==> config.mk <==
export PLATFORM = sky130hd
export DESIGN_NAME = dcache_control
export DESIGN_NICKNAME = d
export VERILOG_FILES = /design/src/rtl/dcache_types_pkg.sv /design/src/rtl/dcache_control_sat_counter.sv /design/src/rtl/dcache_control.sv
export SDC_FILE = /design/constraint.sdc
export NUM_CORES = 1
export LEC_CHECK = 0
export ABC_AREA = 1
export CORE_AREA = 2 2 94 96
export DETAILED_ROUTE_END_ITERATION = 6
export DIE_AREA = 0 0 96 98
export HOLD_SLACK_MARGIN = 0.06
export PLACE_DENSITY = 0.88
export RECOVER_POWER = 25
export SYNTH_ARGS = -nofsm -noshare
export SYNTH_HDL_FRONTEND = slang
export SYNTH_HIERARCHICAL = 1
export SYNTH_SLANG_ARGS = --single-unit
==> constraint.sdc <==
create_clock -name clk -period 2.6 [get_ports clk]
set_input_delay 0.65 -clock clk [delete_from_list [all_inputs] [get_ports clk]]
set_output_delay 0.65 -clock clk [all_outputs]
set_load 0.005 [all_outputs]
==> src/rtl/dcache_types_pkg.sv <==
// dcache_types_pkg: shared state and select encodings for the L1 data cache controller.
package dcache_types_pkg;
    typedef enum logic [1:0] {S_IDLE, S_TAG, S_WB, S_ALLOC} dcache_state_t;
    typedef enum logic {DATA_CPU = 1'b0, DATA_PMEM = 1'b1} datasel_t;
    typedef enum logic {PADDR_CPU = 1'b0, PADDR_WB = 1'b1} paddrsel_t;
endpackage

==> src/rtl/dcache_control_sat_counter.sv <==
// sat_counter: statistics counter that sticks at all-ones; clr takes priority over inc.
module sat_counter #(
    parameter int WIDTH = 32
) (
    input  logic             clk,
    input  logic             rst,
    input  logic             clr,
    input  logic             inc,
    output logic [WIDTH-1:0] count
);
    always_ff @(posedge clk)
        count <= (rst || clr) ? '0 : (inc && !(&count)) ? count + 1'b1 : count;
endmodule

==> src/rtl/dcache_control.sv <==
// dcache_control: sequencing FSM for a direct-mapped write-back L1 data cache,
// with saturating hit/miss statistics.
module dcache_control
    import dcache_types_pkg::*;
#(
    parameter int CNT_WIDTH = 32
) (
    input  logic                 clk,
    input  logic                 rst,
    input  logic                 mem_read,
    input  logic                 mem_write,
    input  logic                 hit,
    input  logic                 dirty,
    input  logic                 valid,
    input  logic                 pmem_resp,
    input  logic                 clear_stats,
    output logic                 mem_resp,
    output logic                 pmem_read,
    output logic                 pmem_write,
    output logic                 pmem_addr_sel,
    output logic                 data_sel,
    output logic                 load_data,
    output logic                 load_tag,
    output logic                 load_dirty,
    output logic                 dirty_in,
    output logic [CNT_WIDTH-1:0] hit_count,
    output logic [CNT_WIDTH-1:0] miss_count
);
    dcache_state_t state, next_state;
    logic retry, next_retry, hit_inc, miss_inc;
    logic req;

    assign req = mem_read | mem_write;

    always_ff @(posedge clk) begin
        if (rst) begin
            state <= S_IDLE;
            retry <= 1'b0;
        end else begin
            state <= next_state;
            retry <= next_retry;
        end
    end

    // retry marks a request already counted as a miss, so the post-fill hit is not counted
    always_comb begin
        next_state    = state;
        next_retry    = retry;
        mem_resp      = 1'b0;
        pmem_read     = 1'b0;
        pmem_write    = 1'b0;
        pmem_addr_sel = PADDR_CPU;
        data_sel      = DATA_CPU;
        load_data     = 1'b0;
        load_tag      = 1'b0;
        load_dirty    = 1'b0;
        dirty_in      = 1'b0;
        hit_inc       = 1'b0;
        miss_inc      = 1'b0;
        case (state)
            S_IDLE: next_state = req ? S_TAG : S_IDLE;
            S_TAG: begin
                if (!req) begin
                    next_state = S_IDLE;
                    next_retry = 1'b0;
                end else if (hit) begin
                    mem_resp   = 1'b1;
                    load_data  = mem_write;
                    load_dirty = mem_write;
                    dirty_in   = mem_write;
                    hit_inc    = !retry;
                    next_retry = 1'b0;
                    next_state = S_IDLE;
                end else begin
                    miss_inc   = !retry;
                    next_retry = 1'b1;
                    next_state = (valid && dirty) ? S_WB : S_ALLOC;
                end
            end
            S_WB: begin
                pmem_write    = 1'b1;
                pmem_addr_sel = PADDR_WB;
                load_dirty    = pmem_resp;
                next_state    = pmem_resp ? S_ALLOC : S_WB;
            end
            S_ALLOC: begin
                pmem_read  = 1'b1;
                data_sel   = pmem_resp ? DATA_PMEM : DATA_CPU;
                load_data  = pmem_resp;
                load_tag   = pmem_resp;
                load_dirty = pmem_resp;
                next_state = pmem_resp ? S_TAG : S_ALLOC;
            end
            default: next_state = S_IDLE;
        endcase
    end

    sat_counter #(.WIDTH(CNT_WIDTH)) u_hit_cnt (
        .clk(clk), .rst(rst), .clr(clear_stats), .inc(hit_inc), .count(hit_count)
    );

    sat_counter #(.WIDTH(CNT_WIDTH)) u_miss_cnt (
        .clk(clk), .rst(rst), .clr(clear_stats), .inc(miss_inc), .count(miss_count)
    );
endmodule

==> results.sh <==
export IMPL_synth_area_per_cell_sq_um=5.889
export IMPL_grt_pass1_vias=4687
export IMPL_cts_tree="done"
export IMPL_min_period_ns=2.533
export IMPL_hold_buffers=0
export IMPL_cts_buffers=9
export IMPL_wirelength_um=12880
export IMPL_hp_class="reg2reg"
export IMPL_critPathMaxStageDelay_ns=0.53
export IMPL_ctsRootBufferMaster="clkbuf_8"
export IMPL_maxSlewViolCount=0
export IMPL_cp_slowest_cell="clkdlybuf4s50_1"
export IMPL_post_route_period_util_pct=97.42
export IMPL_holdWs_ns=0.5132
export IMPL_initial_utilization_pct=50.92
export IMPL_die_h_um=98
export IMPL_n_fill_cell=749
export IMPL_use_met3_pct=5.478
export IMPL_maxSlewHeadroom_pct=51.47
export IMPL_peakVddDrop_uv=295.0
export IMPL_cp_common_cell="clkdlybuf4s50_1"
export IMPL_rows=34
export IMPL_die_area_sq_um=9408
export IMPL_postSynthRegisterBits=67
export IMPL_p_leak_nw=2.202
export IMPL_ys_warn_count=6
export IMPL_fin_nets=837
export IMPL_worst_path_buf_inv=3
export IMPL_synth_cell_type_count=30
export IMPL_synth_top_cell_by_area="dfxtp_1"
export IMPL_crit_path_cell_trace="clkdlybuf4s50_1, inv_1, nor2_1, clkdlybuf4s50_1"
export IMPL_num_antenna_cells=0
export IMPL_crit_fanout=4
export IMPL_netlist_instances=732
export IMPL_grt_first_pass_wirelength_um=21130
export IMPL_grt_max_degree=40
export IMPL_layout_drive_gt1_share_pct=9.036
export IMPL_critPathArrivalTime_ns=1.88
export IMPL_cts_max_level=3
export IMPL_drv_cap=0
export IMPL_finClkSkew_ns=0.01209
export IMPL_crit_path_end_kind="output pin"
export IMPL_setup_tns_final_ns=0
export IMPL_syn_nets=743
export IMPL_die_width_um=96
export IMPL_worstSetupStartpointType="input port"
export IMPL_worstSetupPathType="in2out"
export IMPL_power_density_nw_per_um2=411.0
export IMPL_ioPinCount=82
export IMPL_synth_top_cells_by_area="dfxtp_1, nand2_1, nor2_1"
export IMPL_setup_viol=0
export IMPL_rsz0062_at_grt="no"
export IMPL_grt_use_total_pct=27.89
export IMPL_routedWlPerCell_um=13.74
export IMPL_cp_required_ns=1.95
export IMPL_syn_to_final_growth_pct=28.36
export IMPL_grt_util_met2_pct=48.77
export IMPL_dr_first_iter_drc_count=313
export IMPL_hold_violations=0
export IMPL_yosysSeqAreaShare_pct=31.12
export IMPL_status="completed"
export IMPL_clock_sinks=67
export IMPL_synth_top_cell_area_share_pct=31.12
export IMPL_clk_latency_ns=0.35
export IMPL_antenna_found_initial=0
export IMPL_vias_per_cell=5.477
export IMPL_mappedNetlistArea_sq_um=4310
export IMPL_cts_clk_slew_worst_paths_ns=0.07
export IMPL_gp_congestion=0.9917
export IMPL_final_antenna_net_count=0
export IMPL_fin_util_pct=65.36
export IMPL_path_delay_family="buffers and inverters"
export IMPL_coreArea_sq_um=8466
export IMPL_tightest_slew_ns=0.7254
export IMPL_num_vias=5137
export IMPL_overflow=0
export IMPL_clockBufferDepth=2
export IMPL_first_pass_iters=5
export IMPL_io_buffers=81
export IMPL_grt_busiest_layer="met2"
export IMPL_drc=0
export IMPL_dpl_hpwl_um=9398
export IMPL_grtUsageMet1_pct=33.51
export IMPL_fmaxAchievable_mhz=394.8
-- stage by stage --
step	cell area, sq um	power [W]	instances	setup WS (ns)
after CTS	5537	0.002293	938	0.02323
after floorplan	4310	0.001137	732	0.6063
after detailed placement	5293	0.001201	923	-0.1134
final	5533	0.002274	938	0.06713
after global routing	5533	0.002356	938	0.001505
after global placement	5293	0.001196	923	-0.03665
-- power by group --
group          internal [W]  total, W  switching, W  leakage [nW]
Combinational     0.0000571  0.000138     0.0000809          1.54
Sequential          0.00103   0.00104    0.00000587         0.540
Clock              0.000685   0.00110      0.000415         0.122
-- path summary, 6_finish.rpt --
check | from | end | slack [ns] | cells past startpoint
max reg2reg | u_hit_cnt/count[1]$_SDFFE_PP0P_ | u_hit_cnt/count[22]$_SDFFE_PP0P_ | 0.41 | 10
min | retry$_SDFFE_PP0P_ | retry$_SDFFE_PP0P_ | 0.51 | 2
max | pmem_resp | load_tag | 0.07 | 4
min reg2reg | retry$_SDFFE_PP0P_ | retry$_SDFFE_PP0P_ | 0.51 | 2
-- final cells by class --
| cell class | instances | area, sq um | share of cell area [%] |
|---|---|---|---|
| clock buffers | 11 | 151.4 | 2.736 |
| clock inverters | 4 | 97.59 | 1.764 |
| inverters | 82 | 310.3 | 5.608 |
| multi-input cells | 563 | 2524 | 45.61 |
| flip-flops and latches | 67 | 1341 | 24.24 |
| well taps | 108 | 135.1 | 2.442 |
| repair buffers | 103 | 973.4 | 17.59 |
-- sequential cells by signal, summed over array words and instances, names as in the netlist --
| name | cells |
|---|---|
| u_hit_cnt/count | 32 |
| state | 2 |
| u_miss_cnt/count | 32 |
| retry | 1 |
-- timing repair --
item,CTS,global route
setup endpoints to repair,3,1
buffers inserted,0,0
gates resized for setup,4,1
-- worst min-delay path, stage by stage, from the launching register on --
cell and delay, ns:
dfxtp_1 0.34, nand2_1 0.07, a21oi_1 0.06
-- synth_stat cells --
library cell / n
buf_6: 6
inv_1: 75
or2_2: 2
o21ai_0: 5
nor2_1: 153
a31oi_1: 6
buf_1: 2
nor2_4: 4
inv_4: 1
nand4_1: 24
buf_4: 2
nor3_1: 11
nand3_2: 2
buf_2: 6
a21oi_1: 43
ha_1: 2
nand2_1: 212
nand3_1: 71
o21ai_1: 1
a21oi_2: 1
nor2_2: 10
o21bai_1: 1
xor2_1: 2
nor4_1: 1
nand2_4: 4
inv_2: 6
dfxtp_1: 67
clkbuf_1: 4
nand3b_2: 2
nand2_2: 6
-- kinds of logic (layout without fill, tap and decap cells) --
kind of cell / after synthesis / count (layout) / share of synthesized area [%]
simple gates: 502 / 502 / 50.62
buf+inv: 102 / 200 / 10.33
flops: 67 / 67 / 31.12
compound gates: 57 / 57 / 6.938
fa+ha+maj: 2 / 2 / 0.5805
xor+xnor: 2 / 2 / 0.4065
-- cells in the final DEF (no fill, tap or decap), types with 10 or more instances in the layout --
cell,Yosys,routed
nand2_1,212,212
nor2_1,153,153
inv_1,75,75
nand3_1,71,71
dfxtp_1,67,67
clkdlybuf4s50_1,0,46
a21oi_1,43,43
dlygate4sd3_1,0,30
nand4_1,24,24
buf_4,2,22
nor3_1,11,11
clkbuf_8,0,11
nor2_2,10,10
-- metal layers --
layer | wire [um] | share of wire (%)
met1 | 5186 | 40
met2 | 6418 | 50
met3 | 964 | 7.5
met4 | 314 | 2.4
met5 | 0 | 0
Note: power is estimated with default switching activity, not from simulation.
